### config.mk
export PLATFORM = sky130hd
export DESIGN_NAME = cpu_sequencer
export DESIGN_NICKNAME = d
export VERILOG_FILES = /design/src/rtl/cpu_sequencer.sv
export SDC_FILE = /design/constraint.sdc
export NUM_CORES = 1
export LEC_CHECK = 0
export BUFFER_PORTS_ARGS = -buffer_cell sky130_fd_sc_hd__clkbuf_2
export CORE_MARGIN = 2
export CORE_UTILIZATION = 53
export DETAILED_ROUTE_END_ITERATION = 8
export GPL_TIMING_DRIVEN = 0
export PLACE_DENSITY_LB_ADDON = 0.2
export SLEW_MARGIN = 40
export SYNTH_ARGS = -nofsm -noshare
export SYNTH_HDL_FRONTEND = slang
export SYNTH_SLANG_ARGS = --single-unit
export TNS_END_PERCENT = 20
### constraint.sdc
create_clock -name clk -period 2 [get_ports clk]
set_input_delay 0.2 -clock clk [delete_from_list [all_inputs] [get_ports clk]]
set_output_delay 0.2 -clock clk [all_outputs]
set_load 0.03 [all_outputs]
### src/rtl/cpu_sequencer.sv
// cpu_sequencer
//   Owns the CPU FSM state register and walks the combinational control_unit
//   through FETCH/DECODE/EXECUTE/MEMORY/WRITEBACK. Adds run/single-step
//   control, memory wait-state stalling, halt latching, a memory watchdog and
//   a retired-instruction counter.
//
// Ports
//   clk          in   system clock, rising edge
//   reset_n      in   asynchronous active-low reset
//   next_state   in   [2:0] combinational next state from control_unit
//   halt         in   halt request from control_unit
//   run          in   1 = free-run, 0 = single-step
//   step         in   one-cycle pulse, starts one instruction from IDLE
//   mem_ready    in   memory completes its handshake this cycle
//   state        out  [2:0] registered FSM state, fed to control_unit
//   stall        out  combinational memory wait state
//   we_en        out  combinational datapath write-enable qualifier
//   running      out  registered, state is FETCH..WRITEBACK
//   halted       out  registered, state is HALT_STATE
//   error        out  registered sticky fault flag
//   instr_count  out  [CNT_W-1:0] retired-instruction count (wraps)
module cpu_sequencer #(
    parameter int unsigned MAX_WAIT = 15,
    parameter int unsigned CNT_W    = 16
) (
    input  logic             clk,
    input  logic             reset_n,
    input  logic [2:0]       next_state,
    input  logic             halt,
    input  logic             run,
    input  logic             step,
    input  logic             mem_ready,
    output logic [2:0]       state,
    output logic             stall,
    output logic             we_en,
    output logic             running,
    output logic             halted,
    output logic             error,
    output logic [CNT_W-1:0] instr_count
);

    typedef enum logic [2:0] {
        FETCH      = 3'b000,
        DECODE     = 3'b001,
        EXECUTE    = 3'b010,
        MEMORY     = 3'b011,
        WRITEBACK  = 3'b100,
        HALT_STATE = 3'b101,
        IDLE       = 3'b110,
        INVALID    = 3'b111
    } state_t;

    localparam logic [7:0] WAIT_LAST = 8'(MAX_WAIT - 1);

    state_t     state_q, state_d;
    logic [7:0] wait_cnt;
    logic       active;
    logic       wd_expire;
    logic       err_set;
    logic       retire;

    assign state  = state_q;
    assign active = (state_q inside {FETCH, DECODE, EXECUTE, MEMORY, WRITEBACK});

    // Only the registered state feeds these, never next_state, so the
    // state -> control_unit -> next_state loop stays broken by the register.
    assign stall     = (state_q == FETCH || state_q == MEMORY) && !mem_ready;
    assign we_en     = active && !stall;
    assign wd_expire = stall && (wait_cnt == WAIT_LAST);

    always_comb begin
        // NOTE: every output of this block gets a default first so no path
        // leaves a variable unassigned, which would infer a latch.
        state_d = state_q;
        err_set = 1'b0;
        retire  = 1'b0;
        case (state_q)
            IDLE: begin
                if (run || step) state_d = FETCH;
            end
            HALT_STATE: ; // terminal until reset
            FETCH, DECODE, EXECUTE, MEMORY, WRITEBACK: begin
                if (next_state == 3'b111) begin
                    state_d = HALT_STATE;
                    err_set = 1'b1;
                end else if (wd_expire) begin
                    state_d = HALT_STATE;
                    err_set = 1'b1;
                end else if (halt && !stall) begin
                    state_d = HALT_STATE;
                end else if (stall) begin
                    state_d = state_q;
                end else if (next_state == 3'b000) begin
                    retire  = 1'b1;
                    state_d = run ? FETCH : IDLE;
                end else begin
                    state_d = state_t'(next_state);
                end
            end
            default: begin
                // An illegal encoding in the register is treated as a fault.
                state_d = HALT_STATE;
                err_set = 1'b1;
            end
        endcase
    end

    always_ff @(posedge clk or negedge reset_n) begin
        if (!reset_n) begin
            state_q     <= IDLE;
            error       <= 1'b0;
            running     <= 1'b0;
            halted      <= 1'b0;
            instr_count <= '0;
            wait_cnt    <= '0;
        end else begin
            // NOTE: non-blocking assignments so every register samples the
            // pre-edge values, independent of statement order.
            state_q <= state_d;
            error   <= error | err_set;
            // Decoded from state_d so the flags line up with state.
            running <= (state_d inside {FETCH, DECODE, EXECUTE, MEMORY, WRITEBACK});
            halted  <= (state_d == HALT_STATE);
            if (retire) instr_count <= instr_count + CNT_W'(1);
            // Expiry forces HALT_STATE, so the counter never passes WAIT_LAST+1.
            wait_cnt <= stall ? wait_cnt + 8'd1 : 8'd0;
        end
    end

endmodule

-- Word-level counts from Yosys, hierarchy flattened
Cells that the tools add are included.
- reduce and logical (&&, ||, !) cells: 15
- bitwise gates (word level): 1
- add/subtract/negate cells: 2
- mux-type cells: 18
- eq/ne operators: 13
- operator list (cell ; count):
    3-bit two-way mux ; 7
    3-bit equality test, second input constant ; 6
    16-bit by 1-bit adder with 16-bit output, second input constant ; 1
    3-bit by 2-bit equality test with 1-bit output, second input constant ; 4
    5-bit nonzero test ; 2
    3-bit zero test ; 3
    3-bit one-hot mux with 3 select lines ; 1
    8-bit by 1-bit adder with 8-bit output, second input constant ; 1
    8-bit by 4-bit equality test with 1-bit output, second input constant ; 1
    1-bit two-way mux ; 8
    8-bit two-way mux ; 1
    3-bit by 1-bit equality test with 1-bit output, second input constant ; 2
    5-bit OR reduction ; 1
    1-bit logical AND ; 4
    1-bit zero test ; 2
    1-bit logical OR ; 2
    1-bit one-hot mux with 2 select lines ; 1
    2-bit OR reduction ; 1
    1-bit bitwise OR ; 1
- word-level logic and storage cells: 55
- output and inout bits: 24
- input port bits: 9
- register bits: 30

-- Longest topological paths before layout
- word-level depth: 11
- gate-level depth with buffers: 7
- mapped depth without buffers: 6

-- Worst setup path after synthesis
Ideal clock, no wire load.
- path kind: flip-flop to flip-flop
- from: register state_q[1], in the netlist state[1]
- to: register instr_count[1]
- buffers on the path: 1
- setup time: 0.128 ns
- data arrival time: 2.005 ns
- path slack: -0.132 ns
- period minus slack after synthesis: 2.132 ns
- cell stages (with the launch flop): 7
- cells stage by stage: dfstp_2 > buf_6 > or4_1 > nand2_2 > nor2_1 > nand3_1 > mux2_1
- word-level cells in the longest chain between the ends: 9
- ends and longest elaborated chain (what ; line ; text):
    start: declaration ; 55 ; state_t state_q, state_d;
    start signal: assignment ; 119 ; state_q <= state_d;
    3-bit by 2-bit equality test with 1-bit output or 3-bit zero test (tied branches) ; 67, 77 ;
    1-bit logical OR ; 67 ; assign stall = (state_q == FETCH || state_q == MEMORY) && !mem_ready;
    1-bit logical AND ; 67 ;
    1-bit zero test ; 89 ; end else if (halt && !stall) begin
    1-bit logical AND ; 89 ;
    1-bit two-way mux ; 89 ;
    1-bit two-way mux ; 86 ; end else if (wd_expire) begin
    1-bit two-way mux ; 83 ; if (next_state == 3'b111) begin
    1-bit two-way mux (*) ; 77 ; case (state_q)
    end signal: assignment ; 124 ; if (retire) instr_count <= instr_count + CNT_W'(1);
    end: declaration ; 39 ; output logic [CNT_W-1:0] instr_count
Mark *: on every way between the ends. The rest lies on a longest branch, timed or not.
A chain may end at the register's enable or synchronous reset.

-- Worst setup path after layout
- from: register state_q[0], in the netlist state[0]
- to: output we_en
- word-level cells in the longest chain between the ends: 5
- ends and longest elaborated chain (what ; line ; text):
    3-bit by 2-bit equality test with 1-bit output or 3-bit zero test (tied branches) ; 63, 67 ;
    1-bit logical OR ; 67 ;
    1-bit logical AND ; 67 ;
    1-bit zero test ; 68 ; assign we_en = active && !stall;
    1-bit logical AND (*) ; 68 ;
    end: declaration ; 35 ; output logic we_en,
Marks and branches as above.

==> flow_metrics.env <==
export IMPL_synth_nets=153
export IMPL_h_tree_depth=2
export IMPL_fin_cells=212
export IMPL_r2r_cells=7
export IMPL_reg2reg_from="state[1]"
export IMPL_antenna_found_initial=0
export IMPL_vias=1176
export IMPL_grt_pass1_wl_mm=5.04
export IMPL_via_per_inst=5.55
export IMPL_ir_drop_uv=917
export IMPL_synthAdderAreaFrac_pct=2.53
export IMPL_start_util_pct=54.8
export IMPL_synth_top_family_by_area="simple AND/OR/NAND/NOR gates"
export IMPL_min_period_ns=1.89
export IMPL_drt_iter0_drc=46
export IMPL_switching_share_pct=41.2
export IMPL_synthSimpleGateAreaFrac_pct=23.1
export IMPL_critPathKind="reg2out"
export IMPL_worst_pin_slew_ns=0.665
export IMPL_wl_per_cell_um=13.5
export IMPL_synthFlopType="dfrtp_1"
export IMPL_p_leak_nw=0.814
export IMPL_worstPathArrival_ns=1.69
export IMPL_clk_insertion_delay_late_ns=0.33
export IMPL_core_area_mm2=0.00271
export IMPL_numPlacedInstances=204
export IMPL_power_mw=1.87
export IMPL_dieArea_mm2=0.00324
export IMPL_power_switching_mw=0.771
export IMPL_cts_buffers=5
export IMPL_dp_hpwl_mm=1.98
export IMPL_power_density_mw_per_mm2=1070
export IMPL_end_kind="output port"
export IMPL_ios=33
export IMPL_internal_power_mw=1.10
export IMPL_drive_above_1_share_pct=27.6
export IMPL_slew_viol_final=0
export IMPL_yosysMostFrequentCell="dfrtp_1"
export IMPL_setup_tns_ns=0
export IMPL_ys_warn_count=0
export IMPL_track_usage_pct=20.4
export IMPL_gp_congestion=0.805
export IMPL_rsz0062_at_grt="false"
export IMPL_max_cap_viol_count=0
export IMPL_first_pass_iters=4
export IMPL_final_setup_viol_count=0
export IMPL_die_y_um=56.9
export IMPL_synthMuxAreaShare_pct=1.43
export IMPL_clk_path_buf_depth=2
export IMPL_clock_skew_final_ns=0.00720
export IMPL_fin_ws_ns=0.115
export IMPL_grt_pass1_vias=1120
export IMPL_reg2reg_setup_slack_ns=0.14
export IMPL_antenna_left=0
export IMPL_p_seq_share_pct=43.0
export IMPL_min_delay_path_depth=3
export IMPL_portBuffers=32
export IMPL_ys_top_cells_by_area="dfrtp_1, xnor2_1, dfstp_2, nand3_1, nor2_1"
export IMPL_n_antenna_cell=0
export IMPL_reg2reg_to="instr_count[5]"
export IMPL_nets=193
export IMPL_hp_start="step"
export IMPL_synth_xor_area_share_pct=12.4
export IMPL_cts_sinks=30
export IMPL_path_clk_slew_ns=0.09
export IMPL_synth_area_mm2=0.00149
export IMPL_synth_common_cells="dfrtp_1, xnor2_1, nor2_1"
export IMPL_timing_hold_worst_endpoint="state[1]"
export IMPL_syn_to_final_growth_pct=17.9
export IMPL_grt_remaining_overflow=0
export IMPL_slew_limit_headroom_pct=55.7
export IMPL_grt_max_degree=31
export IMPL_start_kind="flip-flop"
export IMPL_synth_async_reset_ratio_pct=100
export IMPL_pwr_share_comb_pct=39.3
export IMPL_crit_required_ns=1.80
export IMPL_fmax_mhz=530
export IMPL_synth_distinct_cells=37
export IMPL_synth_edf_count=0
export IMPL_status="complete, no violations"
export IMPL_fillCellCount=235
export IMPL_rows=19
export IMPL_hold_violations=0
export IMPL_die_w_um=56.9
export IMPL_synth_top_cell_area_share_pct=47.2
export IMPL_wirelength_mm=2.86
export IMPL_drc=0
export IMPL_cts_tree="done"
export IMPL_hold_class="in2reg"
export IMPL_crit_fanout=9
export IMPL_syn_inst=141
export IMPL_yosysTopAreaCell="dfrtp_1"
export IMPL_cts_root_buf="clkbuf_4"
export IMPL_fin_crit_sh_pct=94.3
export IMPL_ys_seq_area_share_pct=50.7
export IMPL_p_clk_share_pct=17.7
export IMPL_synth_compound_area_share_pct=7.16
export IMPL_place_ws_ns=0.115
export IMPL_avgSynthCellArea_um2=10.5
export IMPL_ys_ff_latch=30
-- layout make-up --
type / count / area [um2] / share of cell area [%]
repair buffers: 34 / 180 / 10.3
clock buffers: 7 / 45.0 / 2.57
inverters: 5 / 18.8 / 1.07
multi-input cells: 103 / 698 / 39.9
flip-flops and latches: 30 / 754 / 43.1
well taps: 31 / 38.8 / 2.21
plain buffers: 2 / 16.3 / 0.929
-- timing repair --
item                                    4_1_cts  5_1_grt
gates cloned                                  0        0
endpoints found under the hold margin        28        0
pin swaps                                     1        1
endpoints found under the setup margin        1        2
setup buffers                                 1        0
hold buffers                                  1        0
gates resized for setup                       2        0
-- per-layer routing --
layer,track usage (%),wire (um),vias to the layer above
met5,0,0,-
met4,8.97,49,0
li1,-,-,573
met3,7.48,157,4
met1,26.8,1330,564
met2,30.5,1320,35
-- power by group through the flow --
stage | clock, mW | combinational, mW | sequential [mW]
after floorplan | 0 | 0.405 | 0.940
after global placement | 0 | 0.729 | 0.791
after detailed placement | 0 | 0.744 | 0.797
after CTS | 0.349 | 0.773 | 0.786
after global routing | 0.372 | 0.799 | 0.827
final | 0.331 | 0.736 | 0.805
-- sequential cells by signal, summed over array words and instances, names as in the netlist --
name / count
instr_count: 16
error: 1
halted: 1
wait_cnt: 8
state: 3
running: 1
-- worst max-delay path, cell delays in order (launching register included) --
cell      delay, ns
dfrtp_2        0.48
or4_4          0.56
nand2_2        0.09
nor2_2         0.05
clkbuf_4       0.18
-- worst max path at each step --
stage,start,end,cells past startpoint
after detailed placement,state[0],instr_count[1],6
after CTS,state[0],we_en,5
after floorplan,state[0],instr_count[1],6
final,state[0],we_en,4
after global placement,state[0],instr_count[1],6
after global routing,state[1],instr_count[5],7
-- per-stage QoR --
stage          cell area, um2  hold slack [ns]  utilization [%]
4_1_cts                  1760            0.196             64.8
3_5_place_dp             1690            0.302             62.3
6_report                 1750            0.213             64.6
2_1_floorplan            1490          -0.0956                -
5_1_grt                  1750            0.196             64.6
3_3_place_gp             1690            0.278             62.3
-- cell families (layout without fill, tap and decap cells) --
kind of cell | count (synthesis) | count (layout)
AND/OR/NAND/NOR | 62 | 62
flip-flops | 30 | 30
XOR/XNOR | 21 | 21
AO/OA/AOI/OAI | 15 | 15
buffers and inverters | 8 | 48
adder cells (fa/ha/maj) | 3 | 3
multiplexers | 2 | 2
-- placed cells by master, fill, tap and decap left out, types with 2 or more instances in the layout --
master	instances
and2_1	2
nor2_1	12
ha_1	3
nand3_1	10
clkbuf_1	2
nand2_1	12
dfstp_2	2
inv_1	5
nand4_1	7
o21ai_1	2
dfrtp_1	27
xnor2_1	16
and3_1	2
o21ai_0	2
clkbuf_2	30
or3_1	3
buf_2	2
nor3_1	3
clkbuf_4	6
xor2_1	5
a21oi_1	4
nor4_1	2
Note: power is estimated with default switching activity, not from simulation.
